<file path="src/rtl/multicycle_control.sv">
// -----------------------------------------------------------------------------
// multicycle_control
//
// Sequencing FSM for a multicycle MIPS32 datapath. The PC, instruction
// register, register file, ALU and data memory are shared across cycles. This
// block decodes the opcode and drives the per-cycle enables and mux selects. It
// holds in the memory states until the memory acknowledges, supports run/stop
// control, and traps on illegal opcodes.
//
// Ports
//   clk            rising-edge clock
//   rst            asynchronous, active-high reset
//   run            1 = execute; sampled in IDLE and at each instruction end
//   opcode         instr[31:26] from the instruction register
//   zero           ALU zero flag (the datapath combines it with pc_write_cond)
//   mem_ready      memory acknowledges the current read or write this cycle
//   pc_write       unconditional PC load
//   pc_write_cond  PC load if zero
//   pc_source      00 ALU result, 01 ALUOut reg, 10 jump target
//   i_or_d         memory address select: 0 = PC, 1 = ALUOut
//   mem_read       memory read strobe
//   mem_write      memory write strobe
//   ir_write       instruction register load
//   reg_dst        1 = rd, 0 = rt
//   mem_to_reg     1 = memory data register, 0 = ALUOut
//   reg_write      register file write enable
//   alu_src_a      0 = PC, 1 = register A
//   alu_src_b      00 = register B, 01 = constant 1, 10 = sign-extended imm
//   alu_op         00 add, 01 sub, 10 funct-decoded
//   trap           illegal-opcode halt indicator
//   busy           1 in every state except IDLE and TRAP
//   instr_count    instructions fetched since reset (wraps)
// -----------------------------------------------------------------------------
module multicycle_control #(
   parameter logic [5:0] OP_RTYPE = 6'h00,
   parameter logic [5:0] OP_LW    = 6'h23,
   parameter logic [5:0] OP_SW    = 6'h2B,
   parameter logic [5:0] OP_BEQ   = 6'h04,
   parameter logic [5:0] OP_J     = 6'h02,
   parameter logic [5:0] OP_ADDI  = 6'h08
) (
   input  logic        clk,
   input  logic        rst,
   input  logic        run,
   input  logic [5:0]  opcode,
   input  logic        zero,
   input  logic        mem_ready,
   output logic        pc_write,
   output logic        pc_write_cond,
   output logic [1:0]  pc_source,
   output logic        i_or_d,
   output logic        mem_read,
   output logic        mem_write,
   output logic        ir_write,
   output logic        reg_dst,
   output logic        mem_to_reg,
   output logic        reg_write,
   output logic        alu_src_a,
   output logic [1:0]  alu_src_b,
   output logic [1:0]  alu_op,
   output logic        trap,
   output logic        busy,
   output logic [31:0] instr_count
);

   localparam logic [3:0] S_IDLE   = 4'd0;
   localparam logic [3:0] S_FETCH  = 4'd1;
   localparam logic [3:0] S_DECODE = 4'd2;
   localparam logic [3:0] S_MEMADR = 4'd3;
   localparam logic [3:0] S_MEMRD  = 4'd4;
   localparam logic [3:0] S_MEMWB  = 4'd5;
   localparam logic [3:0] S_MEMWR  = 4'd6;
   localparam logic [3:0] S_EXEC   = 4'd7;
   localparam logic [3:0] S_ALUWB  = 4'd8;
   localparam logic [3:0] S_BRANCH = 4'd9;
   localparam logic [3:0] S_JUMP   = 4'd10;
   localparam logic [3:0] S_ADDIEX = 4'd11;
   localparam logic [3:0] S_ADDIWB = 4'd12;
   localparam logic [3:0] S_TRAP   = 4'd13;

   logic [3:0] state;
   logic [3:0] next_state;
   logic [3:0] end_target;

   // NOTE: registers use non-blocking assignments so every flop samples
   // pre-edge values; the combinational blocks below use blocking ones.
   always_ff @(posedge clk or posedge rst) begin
      if (rst) begin
         state       <= S_IDLE;
         instr_count <= '0;
      end else begin
         state <= next_state;
         if (state == S_FETCH && mem_ready)
            instr_count <= instr_count + 32'd1;
      end
   end

   // run is only consulted when an instruction retires, never mid-instruction.
   assign end_target = run ? S_FETCH : S_IDLE;

   always_comb begin
      // NOTE: default first so every path assigns next_state (no latch).
      next_state = state;
      case (state)
         S_IDLE:   if (run) next_state = S_FETCH;
         S_FETCH:  if (mem_ready) next_state = S_DECODE;
         S_DECODE: begin
            case (opcode)
               OP_LW, OP_SW: next_state = S_MEMADR;
               OP_RTYPE:     next_state = S_EXEC;
               OP_BEQ:       next_state = S_BRANCH;
               OP_J:         next_state = S_JUMP;
               OP_ADDI:      next_state = S_ADDIEX;
               default:      next_state = S_TRAP;
            endcase
         end
         S_MEMADR: next_state = (opcode == OP_LW) ? S_MEMRD : S_MEMWR;
         S_MEMRD:  if (mem_ready) next_state = S_MEMWB;
         S_MEMWR:  if (mem_ready) next_state = end_target;
         S_EXEC:   next_state = S_ALUWB;
         S_ADDIEX: next_state = S_ADDIWB;
         S_MEMWB, S_ALUWB, S_BRANCH, S_JUMP, S_ADDIWB:
                   next_state = end_target;
         S_TRAP:   next_state = S_TRAP;
         default:  next_state = S_IDLE;
      endcase
   end

   always_comb begin
      pc_write      = 1'b0;
      pc_write_cond = 1'b0;
      pc_source     = 2'b00;
      i_or_d        = 1'b0;
      mem_read      = 1'b0;
      mem_write     = 1'b0;
      ir_write      = 1'b0;
      reg_dst       = 1'b0;
      mem_to_reg    = 1'b0;
      reg_write     = 1'b0;
      alu_src_a     = 1'b0;
      alu_src_b     = 2'b00;
      alu_op        = 2'b00;
      trap          = (state == S_TRAP);
      busy          = (state != S_IDLE) && (state != S_TRAP);
      case (state)
         S_FETCH: begin
            // PC + 1 is computed every fetch cycle; it is only committed,
            // together with the IR load, once memory acknowledges.
            mem_read  = 1'b1;
            alu_src_b = 2'b01;
            ir_write  = mem_ready;
            pc_write  = mem_ready;
         end
         S_DECODE: alu_src_b = 2'b10;   // precompute branch target
         S_MEMADR: begin
            alu_src_a = 1'b1;
            alu_src_b = 2'b10;
         end
         S_MEMRD: begin
            mem_read = 1'b1;
            i_or_d   = 1'b1;
         end
         S_MEMWB: begin
            reg_write  = 1'b1;
            mem_to_reg = 1'b1;
         end
         S_MEMWR: begin
            mem_write = 1'b1;
            i_or_d    = 1'b1;
         end
         S_EXEC: begin
            alu_src_a = 1'b1;
            alu_op    = 2'b10;
         end
         S_ALUWB: begin
            reg_write = 1'b1;
            reg_dst   = 1'b1;
         end
         S_BRANCH: begin
            alu_src_a     = 1'b1;
            alu_op        = 2'b01;
            pc_write_cond = 1'b1;
            pc_source     = 2'b01;
         end
         S_JUMP: begin
            pc_write  = 1'b1;
            pc_source = 2'b10;
         end
         S_ADDIEX: begin
            alu_src_a = 1'b1;
            alu_src_b = 2'b10;
         end
         S_ADDIWB: reg_write = 1'b1;
         default: ;
      endcase
   end

endmodule

</file>
<file path="config.mk">
export PLATFORM = sky130hd
export DESIGN_NAME = multicycle_control
export DESIGN_NICKNAME = d
export VERILOG_FILES = /design/src/rtl/multicycle_control.sv
export SDC_FILE = /design/constraint.sdc
export NUM_CORES = 1
export LEC_CHECK = 0
export ABC_AREA = 0
export CORE_MARGIN = 2
export CORE_UTILIZATION = 40
export DETAILED_ROUTE_END_ITERATION = 8
export PLACE_DENSITY_LB_ADDON = 0.05
export SYNTH_ARGS = -nofsm -noshare
export SYNTH_HDL_FRONTEND = slang
export SYNTH_SLANG_ARGS = --single-unit
</file>
<file path="constraint.sdc">
create_clock -name clk -period 4.9 [get_ports clk]
set_input_delay 0.735 -clock clk [delete_from_list [all_inputs] [get_ports clk]]
set_output_delay 0.735 -clock clk [all_outputs]
set_load 0.02 [all_outputs]
</file>
==> summary.txt <==
Run status
  • Status: completed

Critical path
  • WS Path Type: flip-flop to primary output
  • Setup crit start kind: flip-flop
  • CP max stage cell: or4b_1
  • Worst reg-to-reg setup slack: 2480 ps
  • Max incr delay on CP: 790 ps
  • Critical R2R Launch: state[3]$_DFFE_PP0P_
  • Required @ worst endpoint: 4160 ps
  • Worst r2r path cells: 4
  • Worst r2r dst: instr_count[25]$_DFFE_PP0P_
  • CP Cell Sequence: or4b_1 > inv_2 > nand2_1 > o21ai_0 > clkdlybuf4s50_1
  • Critical Path Fanout Max: 24
  • CP arrival: 2670 ps
  • Setup crit end kind: primary output

Layout
  • Antenna Diode Count: 0
  • Util after Layout: 57.2%
  • P&R area growth vs syn: 35.4%
  • Final Instance Area: 2750 um^2
  • Layout cell share with drive strength beyond 1: 5.58%
  • Commonest cells after routing, fill and taps aside: 59 x clkdlybuf4s50_1, 36 x dfrtp_1, 30 x xnor2_1
  • Final nets: 280
  • Commonest non-fill, non-tap cell in the layout: clkdlybuf4s50_1

Worst hold path
  • WHS Endpoint: instr_count[31]$_DFFE_PP0P_
  • Hold Startpoint: instr_count[31]$_DFFE_PP0P_
  • Worst Hold Depth: 1
  • Min-delay worst type: flip-flop to flip-flop

Placement
  • Post-place setup slack: 1800 ps
  • Placed cell areas: 2670 um^2
  • Post-DP HPWL: 3.17 mm
  • Port Buf Inserts: 59
  • RePlAce Congestion: 0.774

Power
  • PD cells: 394 nW/um^2
  • Switching Power: 0.000436 W
  • Static leakage: 1.07 nW
  • Combinational Power Share: 42.1%
  • VDD IR max: 0.000300 V
  • Clock share of power: 19.3%
  • Sequential share of power: 38.7%
  • Pint: 0.000648 W
  • Switch share: 40.2%

Timing
  • Clk_skew: 6.42 ps
  • Max_slew headroom: 48.9%
  • Final hold violation count: 0
  • Setup violations, final: 0
  • Hold WS: 482 ps
  • Final TNS setup: 0 ps
  • Fmax: 294 MHz
  • Worst-Margin Slew: 760 ps
  • Pins Over Slew Limit: 0
  • RSZ-0062 raised after global routing: no
  • Period minus WS final: 3410 ps
  • Final period utilization: 69.5%
  • Final worst slack: 1490 ps

Logic synthesis
  • Post-Synthesis Cells: 212
  • Syn avg cell area: 9.60 um^2
  • Post-synthesis cell type count: 42
  • FFs w/ async S/R, synth: 100%
  • EDFF count, synth: 0
  • Synth Flop Type: dfrtp_1
  • Seq/Total Area, Yosys: 44.3%
  • Syn nets: 224
  • Synthesized area: 2030 um^2
  • Seq cells post-synth: 36
  • Yosys warns: 0

Floorplan
  • Std cell rows: 25
  • Die Span Y: 75.3 um
  • Core box area: 4820 um^2
  • Die area: 5670 um^2
  • Die X: 75.3 um
  • # IOs: 61
  • Initial core utilization: 42.2%

Clocking
  • Root Buffer: clkbuf_8
  • Clock-pin slew on the worst setup and hold paths: 80 ps
  • Skew-Pair Late Insertion Delay: 290 ps
  • Max Buffers Root-to-Sink: 2
  • Hold_buf cts: 0
  • PostCTS Resize Cnt: 0
  • Num CTS Buffers: 5
  • CTS tree: built
  • Sink Count: 36
  • Post-CTS Setup Inserts: 0
  • Htree depth: 2

Detailed routing
  • DRC viols: 0
  • Drt total wl: 4.35 mm
  • Post-route ant nets: 0
  • Iteration-0 DRC Markers: 91
  • Drt first pass iters: 6
  • Total number of vias: 1766
  • Via density: 5.26
  • Drt wl/cell: 12.9 um

GRT
  • Pin count of the biggest net entering global routing: 37
  • Global-route wire length before repair: 7.09 mm
  • GRT overflow: 0
  • GRT Total Usage: 16.3%
  • Initial antenna violation count: 0
  • Vias in the first global route: 1573

Job
  • Maxcap violations: 0
[area by class of cell]
cell class	instances	area, um^2
sequential	36	901
inverter	8	30.0
clock buffer	5	68.8
multi-input combinational	157	1050
tap	67	83.8
clock inverter	3	18.8
fill	468	2060
timing repair buffer	60	598
[sequential cells by signal, summed over array words and instances (netlist names)]
signal / count
state: 4
instr_count: 32
[power groups by stage]
stage / Sequential [W] / Clock [W] / Combinational [W]
final: 0.000419 / 0.000209 / 0.000456
after global routing: 0.000431 / 0.000231 / 0.000493
after CTS: 0.000419 / 0.000218 / 0.000461
after detailed placement: 0.000424 / 0 / 0.000458
after global placement: 0.000425 / 0 / 0.000455
after floorplan: 0.000389 / 0 / 0.000313
[per-layer routing]
layer | global-route usage, % | wire length, um | share of wire (%)
met4 | 5.26 | 49 | 1.1
met1 | 22.5 | 2090 | 48
met2 | 25.2 | 2000 | 46
met3 | 4.23 | 203 | 4.7
met5 | 0 | 0 | 0
[kinds of logic (layout without fill, tap and decap cells)]
kind of cell | after synthesis | after routing | share of synthesized area [%]
AOI/OAI and AO/OA | 28 | 28 | 9.35
xor gates and xnor gates | 33 | 33 | 14.2
adders and majority gates | 1 | 1 | 0.615
buffers and inverters | 19 | 76 | 3.94
DFF | 36 | 36 | 44.3
muxes | 1 | 1 | 0.553
and+or+nand+nor | 94 | 94 | 27.1
[worst max path at each step]
stage                                     from        end  slack [ps]  cells after the start
after floorplan           state[3]$_DFFE_PP0P_  alu_op[0]        2320                      5
after global placement    state[3]$_DFFE_PP0P_   pc_write        1810                      5
after detailed placement  state[3]$_DFFE_PP0P_   pc_write        1800                      5
after CTS                 state[3]$_DFFE_PP0P_   pc_write        1480                      5
after global routing      state[3]$_DFFE_PP0P_   pc_write        1300                      5
final                     state[3]$_DFFE_PP0P_   pc_write        1490                      5
[critical path: cells and delay by family (launching register included)]
kind	cells	cell delay, ps
DFF	1	610
AOI/OAI and AO/OA	1	110
buffers and inverters	2	760
and+or+nand+nor	2	920
[synth_stat cells (2+ instances only)]
master	instances	area (um^2)
nor2b_1	2	12.5
nor3_1	7	35.0
nor2_1	14	52.6
a32o_1	2	20.0
xnor2_1	30	263
or3_1	2	12.5
o21ai_0	7	35.0
xor2_1	3	26.3
dfrtp_1	36	901
clkbuf_1	7	26.3
inv_1	7	26.3
nand3_1	13	65.1
nand4_1	18	113
a21oi_1	6	30.0
nor4_4	2	42.5
buf_4	2	15.0
and2_1	5	31.3
nand2b_1	6	37.5
nand2_1	14	52.6
and3_1	4	25.0
a211oi_1	4	30.0
[metrics by stage]
stage,instances,power (W)
2_1_floorplan,212,0.000702
3_3_place_gp,328,0.000881
3_5_place_dp,328,0.000882
4_1_cts,336,0.00110
5_1_grt,336,0.00115
6_report,336,0.00108
(Power assumes the default switching activity.)
